==> config.mk <==
export PLATFORM = sky130hd
export DESIGN_NAME = gb_reg_file_multi_flat
export DESIGN_NICKNAME = d
export VERILOG_FILES = /design/src/rtl/gb_reg_file_multi_if.sv /design/src/rtl/gb_reg_file_multi.sv /design/src/flat_wrapper.sv
export SDC_FILE = /design/constraint.sdc
export NUM_CORES = 1
export LEC_CHECK = 0
export ABC_AREA = 1
export BUFFER_PORTS_ARGS = -buffer_cell sky130_fd_sc_hd__buf_2
export CAP_MARGIN = 40
export CORE_ASPECT_RATIO = 1.75
export CORE_MARGIN = 2
export CORE_UTILIZATION = 30
export DETAILED_ROUTE_END_ITERATION = 10
export GPL_ROUTABILITY_DRIVEN = 0
export PLACE_DENSITY_LB_ADDON = 0.12
export SLEW_MARGIN = 20
export SYNTH_ARGS = -nofsm -noshare
export SYNTH_HDL_FRONTEND = slang
export SYNTH_SLANG_ARGS = --single-unit
==> constraint.sdc <==
create_clock -name i_clk -period 3 [get_ports i_clk]
set_clock_uncertainty 0.2 [all_clocks]
set_input_delay 0.15 -clock i_clk [delete_from_list [all_inputs] [get_ports i_clk]]
set_output_delay 0.15 -clock i_clk [all_outputs]
set_load 0.01 [all_outputs]
==> src/rtl/gb_reg_file_multi_if.sv <==
// Decoder/sequencer-side bundle for gb_reg_file_multi: byte/pair read selects, write ports, IDU controls.
// Purely combinational signal grouping. There is no handshake; every request completes in the cycle it is presented.
interface gb_reg_file_multi_if #(
  parameter int DATA_W   = 8,
  parameter int NUM_REGS = 8,
  parameter int NUM_RD   = 2
);
  localparam int SEL_W  = $clog2(NUM_REGS);
  localparam int PSEL_W = (NUM_REGS > 2) ? $clog2(NUM_REGS / 2) : 1;

  logic [NUM_RD*SEL_W-1:0]  i_rd_sel;
  logic [NUM_RD*DATA_W-1:0] o_rd_data;
  logic [PSEL_W-1:0]        i_rdp_sel;
  logic [2*DATA_W-1:0]      o_rdp_data;
  logic                     i_wr_en;
  logic [SEL_W-1:0]         i_wr_sel;
  logic [DATA_W-1:0]        i_wr_data;
  logic                     i_wrp_en;
  logic [PSEL_W-1:0]        i_wrp_sel;
  logic [2*DATA_W-1:0]      i_wrp_data;
  logic                     i_idu_en;
  logic                     i_idu_dec;
  logic [PSEL_W-1:0]        i_idu_sel;
  logic [2*DATA_W-1:0]      o_idu_result;
  logic [3:0]               o_flags;

  modport master (
    output i_rd_sel, i_rdp_sel, i_wr_en, i_wr_sel, i_wr_data,
           i_wrp_en, i_wrp_sel, i_wrp_data, i_idu_en, i_idu_dec, i_idu_sel,
    input  o_rd_data, o_rdp_data, o_idu_result, o_flags
  );

  modport slave (
    input  i_rd_sel, i_rdp_sel, i_wr_en, i_wr_sel, i_wr_data,
           i_wrp_en, i_wrp_sel, i_wrp_data, i_idu_en, i_idu_dec, i_idu_sel,
    output o_rd_data, o_rdp_data, o_idu_result, o_flags
  );
endinterface

==> src/rtl/gb_reg_file_multi.sv <==
// CPU GPR file with byte/pair ports and pair INC/DEC unit; 0-cycle reads, 1-cycle writes, never stalls.
// Optional REG_FILE_BYPASS_EN forwards this cycle's write data (same byte priority) to all read ports and o_flags.
module gb_reg_file_multi #(
  parameter int DATA_W   = 8,
  parameter int NUM_REGS = 8,
  parameter int NUM_RD   = 2,
  parameter int FLAG_IDX = 7
) (
  input logic                i_clk,
  input logic                i_rst_n,
  gb_reg_file_multi_if.slave rf
);
  localparam int SEL_W     = $clog2(NUM_REGS);
  localparam int PSEL_W    = (NUM_REGS > 2) ? $clog2(NUM_REGS / 2) : 1;
  localparam int NUM_PAIRS = NUM_REGS / 2;
  localparam int PAIR_W    = 2 * DATA_W;

  logic [DATA_W-1:0] regs_q [NUM_REGS];
  logic [DATA_W-1:0] regs_d [NUM_REGS];
  logic [DATA_W-1:0] view   [NUM_REGS];
  logic [PAIR_W-1:0] idu_pair;
  logic [PAIR_W-1:0] idu_result;

  // IDU operand is always the pre-edge pair; an out-of-range select sees 0.
  always_comb begin
    idu_pair = '0;
    for (int p = 0; p < NUM_PAIRS; p++) begin
      if (rf.i_idu_sel == PSEL_W'(p)) idu_pair = {regs_q[2*p], regs_q[2*p+1]};
    end
    idu_result = rf.i_idu_dec ? (idu_pair - PAIR_W'(1)) : (idu_pair + PAIR_W'(1));
  end

  // Per-byte merge, lowest priority first so later assignments win: IDU < pair write < byte write.
  always_comb begin
    for (int r = 0; r < NUM_REGS; r++) begin
      regs_d[r] = regs_q[r];
      if (rf.i_idu_en && (rf.i_idu_sel == PSEL_W'(r / 2))) begin
        regs_d[r] = ((r % 2) == 0) ? idu_result[PAIR_W-1:DATA_W] : idu_result[DATA_W-1:0];
      end
      if (rf.i_wrp_en && (rf.i_wrp_sel == PSEL_W'(r / 2))) begin
        regs_d[r] = ((r % 2) == 0) ? rf.i_wrp_data[PAIR_W-1:DATA_W] : rf.i_wrp_data[DATA_W-1:0];
      end
      if (rf.i_wr_en && (rf.i_wr_sel == SEL_W'(r))) begin
        regs_d[r] = rf.i_wr_data;
      end
      if (r == FLAG_IDX) begin
        regs_d[r][3:0] = 4'h0;
      end
    end
  end

  always_ff @(posedge i_clk or negedge i_rst_n) begin
    if (!i_rst_n) begin
      for (int r = 0; r < NUM_REGS; r++) regs_q[r] <= '0;
    end else begin
      for (int r = 0; r < NUM_REGS; r++) regs_q[r] <= regs_d[r];
    end
  end

  always_comb begin
    for (int r = 0; r < NUM_REGS; r++) begin
`ifdef REG_FILE_BYPASS_EN
      view[r] = regs_d[r];
`else
      view[r] = regs_q[r];
`endif
    end
  end

  // Select-by-match muxes: unmatched (out-of-range) selects read as 0.
  always_comb begin
    rf.o_rd_data = '0;
    for (int k = 0; k < NUM_RD; k++) begin
      for (int r = 0; r < NUM_REGS; r++) begin
        if (rf.i_rd_sel[k*SEL_W +: SEL_W] == SEL_W'(r)) rf.o_rd_data[k*DATA_W +: DATA_W] = view[r];
      end
    end
  end

  always_comb begin
    rf.o_rdp_data = '0;
    for (int p = 0; p < NUM_PAIRS; p++) begin
      if (rf.i_rdp_sel == PSEL_W'(p)) rf.o_rdp_data = {view[2*p], view[2*p+1]};
    end
  end

  assign rf.o_idu_result = idu_result;
  assign rf.o_flags      = view[FLAG_IDX][DATA_W-1 -: 4];
endmodule

==> src/flat_wrapper.sv <==
// flat-port wrapper written by rule: the top's interface ports become plain ports
module gb_reg_file_multi_flat 
#(
  parameter int DATA_W   = 8,
  parameter int NUM_REGS = 8,
  parameter int NUM_RD   = 2,
  parameter int FLAG_IDX = 7
)
  (i_clk, i_rst_n, rf_i_rd_sel, rf_i_rdp_sel, rf_i_wr_en, rf_i_wr_sel, rf_i_wr_data, rf_i_wrp_en, rf_i_wrp_sel, rf_i_wrp_data, rf_i_idu_en, rf_i_idu_dec, rf_i_idu_sel, rf_o_rd_data, rf_o_rdp_data, rf_o_idu_result, rf_o_flags);
  gb_reg_file_multi_if #(.DATA_W(DATA_W), .NUM_REGS(NUM_REGS), .NUM_RD(NUM_RD)) rf_i ();
  input logic i_clk;
  input logic i_rst_n;
  input wire logic [$bits(rf_i.i_rd_sel)-1:0] rf_i_rd_sel;
  input wire logic [$bits(rf_i.i_rdp_sel)-1:0] rf_i_rdp_sel;
  input wire logic [$bits(rf_i.i_wr_en)-1:0] rf_i_wr_en;
  input wire logic [$bits(rf_i.i_wr_sel)-1:0] rf_i_wr_sel;
  input wire logic [$bits(rf_i.i_wr_data)-1:0] rf_i_wr_data;
  input wire logic [$bits(rf_i.i_wrp_en)-1:0] rf_i_wrp_en;
  input wire logic [$bits(rf_i.i_wrp_sel)-1:0] rf_i_wrp_sel;
  input wire logic [$bits(rf_i.i_wrp_data)-1:0] rf_i_wrp_data;
  input wire logic [$bits(rf_i.i_idu_en)-1:0] rf_i_idu_en;
  input wire logic [$bits(rf_i.i_idu_dec)-1:0] rf_i_idu_dec;
  input wire logic [$bits(rf_i.i_idu_sel)-1:0] rf_i_idu_sel;
  output wire logic [$bits(rf_i.o_rd_data)-1:0] rf_o_rd_data;
  output wire logic [$bits(rf_i.o_rdp_data)-1:0] rf_o_rdp_data;
  output wire logic [$bits(rf_i.o_idu_result)-1:0] rf_o_idu_result;
  output wire logic [$bits(rf_i.o_flags)-1:0] rf_o_flags;
  assign rf_i.i_rd_sel = rf_i_rd_sel;
  assign rf_i.i_rdp_sel = rf_i_rdp_sel;
  assign rf_i.i_wr_en = rf_i_wr_en;
  assign rf_i.i_wr_sel = rf_i_wr_sel;
  assign rf_i.i_wr_data = rf_i_wr_data;
  assign rf_i.i_wrp_en = rf_i_wrp_en;
  assign rf_i.i_wrp_sel = rf_i_wrp_sel;
  assign rf_i.i_wrp_data = rf_i_wrp_data;
  assign rf_i.i_idu_en = rf_i_idu_en;
  assign rf_i.i_idu_dec = rf_i_idu_dec;
  assign rf_i.i_idu_sel = rf_i_idu_sel;
  assign rf_o_rd_data = rf_i.o_rd_data;
  assign rf_o_rdp_data = rf_i.o_rdp_data;
  assign rf_o_idu_result = rf_i.o_idu_result;
  assign rf_o_flags = rf_i.o_flags;
  gb_reg_file_multi #(.DATA_W(DATA_W), .NUM_REGS(NUM_REGS), .NUM_RD(NUM_RD), .FLAG_IDX(FLAG_IDX)) u_core (.i_clk(i_clk), .i_rst_n(i_rst_n), .rf(rf_i));
endmodule
Yosys cells after proc, flatten, opt, wreduce, memory -nomap -nowiden
Index checks and enable logic that the tools add are counted.
{ "op_classes": {"addsub": 2, "eq_ne": 30, "n_mux": 49, "n_reduce_logical": 30} }
{ "op_table": {"columns": ["op", "n"], "rows": [
  ["$mux W8", 40],
  ["$mux W16", 9],
  ["$eq A3 B3 Y1 const B", 12],
  ["$reduce_bool A3 Y1", 8],
  ["$eq A3 B2 Y1 const B", 6],
  ["$add A16 B1 Y16 const B", 1],
  ["$logic_and A1 B1 Y1", 16],
  ["$sub A16 B1 Y16 const B", 1],
  ["$eq A2 B2 Y1 const B", 6],
  ["$eq A3 B1 Y1 const B", 3],
  ["$logic_not A3 Y1", 3],
  ["$eq A2 B1 Y1 const B", 3],
  ["$logic_not A2 Y1", 3]
]} }
{ "word_totals": {"register_bits": 60, "input_bits": 45, "output_inout_bits": 52, "elab_cells": 119} }

Logic depth before layout (Yosys ltp)
{ "depth": {"word_depth": 10, "mapped_depth": 19, "mapped_depth_nobuf": 18} }

Worst setup path after synthesis
Ideal clock, no wire load.
{ "synth_path": {"path_kind": "input-to-reg", "start": "input rf_i_idu_sel[0]", "end": "register u_core.regs_q[61] in the netlist's numbering", "setup_ps": 123, "arrival_time_ps": 2225, "required_time_ps": 2677, "path_slack_ps": 452, "stages": 17, "n_path_buf": 2, "cell_sequence": "buf_6 > nor2_8 > inv_1 > clkbuf_1 > o21ai_0 > o21ai_0 > ha_1 > nand2_2 > inv_1 > a21oi_1 > nor2_1 > nor2_1 > nand2_1 > nand2_1 > nand2_1 > o21ai_0 > nand2_1"} }
{ "synth_via": {"elab_chain_cells": 10, "word_cells_on_any_way": 16, "cone_classes": "2 x add/sub; 3 x eq/ne; 8 x mux; 3 x reduce/logical"} }
{ "synth_lines": {"columns": ["element", "line_no", "text"], "rows": [
  ["start: declaration", "flat_wrapper.sv:23", "input wire logic [$bits(rf_i.i_idu_sel)-1:0] rf_i_idu_sel;"],
  ["$logic_not A2 Y1", "gb_reg_file_multi.sv:28", "if (rf.i_idu_sel == PSEL_W'(p)) idu_pair = {regs_q[2*p], regs_q[2*p+1]};"],
  ["$mux W16 (3 in a row)", "gb_reg_file_multi.sv:28", null],
  ["$mux W16 *", "gb_reg_file_multi.sv:28", null],
  ["$add A16 B1 Y16 / $sub A16 B1 Y16 (equally long branches)", "gb_reg_file_multi.sv:30", "idu_result = rf.i_idu_dec ? (idu_pair - PAIR_W'(1)) : (idu_pair + PAIR_W'(1));"],
  ["$mux W16 *", "gb_reg_file_multi.sv:30", null],
  ["via rf_o_idu_result[13]", "flat_wrapper.sv:26", "output wire logic [$bits(rf_i.o_idu_result)-1:0] rf_o_idu_result;"],
  ["$mux W8 *", "gb_reg_file_multi.sv:37", "if (rf.i_idu_en && (rf.i_idu_sel == PSEL_W'(r / 2))) begin"],
  ["$mux W8 *", "gb_reg_file_multi.sv:40", "if (rf.i_wrp_en && (rf.i_wrp_sel == PSEL_W'(r / 2))) begin"],
  ["$mux W8 *", "gb_reg_file_multi.sv:43", "if (rf.i_wr_en && (rf.i_wr_sel == SEL_W'(r))) begin"],
  ["end: declaration", "gb_reg_file_multi.sv:18", "logic [DATA_W-1:0] regs_q [NUM_REGS];"]
]} }
The timed path passes the listed nets; every way through them passes the cells marked *. The select of a mux whose other input is x is not followed.
A chain may end at the register's enable or synchronous reset.

Worst setup path in the final report
{ "layout_path": {"start": "register u_core.regs_q[52] in the netlist's numbering", "end": "output rf_o_idu_result[14]"} }
{ "layout_via": {"elab_chain_cells": 6, "word_cells_on_any_way": 7, "cone_classes": "2 x add/sub; 5 x mux"} }
{ "layout_lines": {"columns": ["element", "line_no"], "rows": [
  ["$mux W16 * (4 in a row)", "gb_reg_file_multi.sv:28"],
  ["$add A16 B1 Y16 / $sub A16 B1 Y16 (equally long branches)", "gb_reg_file_multi.sv:30"],
  ["$mux W16 *", "gb_reg_file_multi.sv:30"],
  ["end: declaration", "flat_wrapper.sv:26"]
]} }
Every way passes the cells marked *; elsewhere a longest branch is shown, timed or not.

==> qor.txt <==
Status: complete, no violations
Net Count, Synth: 983
Synth unique cells: 44
Pin count of the biggest net entering global routing: 32
Initial antenna violation count: 1
Most frequent cells after synthesis: 214 x nand2_1, 143 x inv_1, 88 x a21oi_1, 70 x o21ai_0, 61 x nor2_1
CP Class: flop to primary output
Bufs and invs on worst path: 3
Setup TNS: 0 ps
Starting Density: 0.3066
Final hold viol count: 0
Vias per Instance: 5.586
Post-synth EDFFs: 0
Final min period: 2946 ps
Worst skew pair latency: 340 ps
Cells after DPL: 1343
YS warnings: 0
I/O pins: 97
Num CTS Buffers: 9
Non-filler cells, final: 1385
Core footprint: 19200 um^2
Sequential area share after synthesis: 0.2551
Post-synth top area share: 0.2551
Worst EP required: 2650 ps
Crit path DAT: 2600 ps
Layout Nets: 1200
Max-cap violations: 0
Critical path startpoint category: flop
Count of buffers from port buffering: 96
DIE AREA: 20800 um^2
Pwr Density: 796.7 nW/um^2
Sink Count: 60
Worst IR drop on VDD: 0.3684 mV
DRT Pass-1 Iters: 7
Die Y: 189.3 um
Normalized max-slew margin: 0.4492
Pleak: 4.155 nW
Vias in the first global route: 7705
Register bit count reported by yosys: 60
Global-route wire length before repair: 46390 um
Multi-input gate area in the final layout: 3970 um^2
Hpwl dp: 26030 um
Post-Synthesis Cells: 921
Clk buf depth: 2
Setup violators final: 0
Worst Path Max Fanout: 4
Worst Setup End Kind: primary output
# fillers: 2058
RSZ-0062 raised after global routing: yes
Ys async rst share: 1.000
Cell taking the most area after synthesis: dfrtp_1
Num rows: 67
CTS tree: built
Total gr overflow: 0
Highest Clock Rate: 339.4 MHz
Tcrit/Tclk final: 0.9821
Most common cell in the synthesized netlist: nand2_1
Die width: 109.9 um
Cell Area, Synth: 5886 um^2
Share of cells above drive strength 1: 0.2791
Max Slew Vio Count: 0
Final WL: 31490 um
Routed Antenna Nets: 0
Reg area: 1504 um^2
Clk slew on worst S/H paths: 60 ps
Gr usage total: 0.3071
Top_reg_cell synth: dfrtp_1
DRC: 0
CP cell instances: o22ai_1 > o22ai_2 > ha_1 > buf_4 > nand2_2 > inv_1 > a21boi_2 > nand3b_1 > nand2_1 > nand2_2 > nand2_1 > buf_2
CP peak stage delay: 420 ps
Root Driver: clkbuf_16
Slew @ Worst Pin: 823.1 ps
Routed wire per std cell: 22.74 um
Average size of a mapped cell: 6.390 um^2
Top Family by Delay on Critical Path: simple AND/OR/NAND/NOR gates
Hold Path Class: input pin to flop
H-tree levels: 3
Via count: 7737
Largest cells by area after synthesis: dfrtp_1 26%, nand2_1 14%, inv_1 9.1%
Area Growth Syn to Fin: 38.27%
DRT iter0 DRCs: 749
Critical path's slowest cell: dfrtp_1
-- cell usage in the layout, fill, tap and decap left out, types with 6 or more instances in the layout --
master         count
a21oi_1           79
a21oi_2            9
a221oi_1          12
a22oi_1           18
buf_2             94
buf_4            116
clkbuf_16          9
dfrtp_1           58
dlygate4sd3_1     10
ha_1              12
inv_1            135
inv_2             11
nand2_1          202
nand2_2           21
nand3_1           52
nor2_1            53
nor2_2            14
nor3_1            11
o2111ai_1          9
o211ai_1          12
o21ai_0           59
o21ai_1           14
o221ai_1          10
o22ai_1           44
xor2_1             6
-- logic make-up (layout without fill, tap and decap cells) --
group	Yosys count	in the layout	share of synthesized area
XOR/XNOR	9	9	0.01339
buffers and inverters	167	389	0.1118
other	0	1	0
adder cells (fa/ha/maj)	17	17	0.03741
AND/OR/NAND/NOR	371	371	0.2719
multiplexers	5	5	0.008504
flip-flops	60	60	0.2551
AO/OA/AOI/OAI	292	292	0.3019
-- flip-flops by register name (all words and copies together), names as in the netlist --
register / flops
u_core.regs_q: 56
u_core.rf.o_flags: 4
-- layout make-up --
class / count / area share
multi-input combinational: 694 / 0.4879
antenna: 1 / 0.0003075
sequential: 60 / 0.1848
clock inverter: 6 / 0.01092
timing repair buffer: 223 / 0.1814
tap: 241 / 0.03705
clock buffer: 10 / 0.02814
inverter: 150 / 0.06950
-- layer usage --
metal / GRT usage / up-vias / part of all wire
met5: 0 / - / 0
met4: 0.2327 / 0 / 0.089
met3: 0.05060 / 134 / 0.059
met2: 0.5330 / 408 / 0.50
met1: 0.3202 / 3574 / 0.35
li1: - / 3621 / -
-- tightest hold or removal path, delay by kind of cell --
kind / cells / cell delay, ps
AND/OR/NAND/NOR: 1 / 120
buffers and inverters: 1 / 180
AO/OA/AOI/OAI: 1 / 50
-- metrics by stage --
stage | cell area, um^2 | hold WS (ps) | setup WS [ps] | utilization | total power [mW]
6_report | 8138 | 12.72 | 53.66 | 0.4239 | 6.484
5_1_grt | 8135 | 16.11 | -55.30 | 0.4238 | 6.852
4_1_cts | 7861 | 2.007 | 0.5083 | 0.4095 | 6.189
3_5_place_dp | 7341 | 73.18 | -136.4 | 0.3824 | 4.954
3_3_place_gp | 7341 | 77.75 | -104.5 | 0.3824 | 4.963
2_1_floorplan | 5886 | -345.6 | 451.9 | - | 3.121
-- power breakdown --
part | internal, mW | switching, mW
registers | 1.11 | 0.316
clock network | 0.727 | 0.391
logic | 1.57 | 2.36
-- worst paths after layout --
path | from | end | slack (ps) | depth (start not counted)
min in group asynchronous | i_rst_n | u_core.regs_q[16]$_DFFE_PN0P_ | 490 | 3
setup / recovery | u_core.regs_q[52]$_DFFE_PN0P_ | rf_o_idu_result[14] | 50 | 12
setup reg to reg | u_core.regs_q[44]$_DFFE_PN0P_ | u_core.regs_q[45]$_DFFE_PN0P_ | 250 | 16
hold reg to reg | u_core.regs_q[16]$_DFFE_PN0P_ | u_core.regs_q[16]$_DFFE_PN0P_ | 300 | 2
max in group asynchronous | i_rst_n | u_core.regs_q[44]$_DFFE_PN0P_ | 1400 | 5
hold / removal | rf_i_wr_data[1] | u_core.regs_q[17]$_DFFE_PN0P_ | 10 | 3
-- timing repair --
item	4_1_cts	5_1_grt
hold buffers	9	1
cloned	0	0
resized for setup	24	53
endpoints found under the setup margin	8	12
pin swaps	7	21
hold endpoints to repair	44	1
buffers inserted	5	10
No activity file was read; power rests on OpenSTA's default activity.
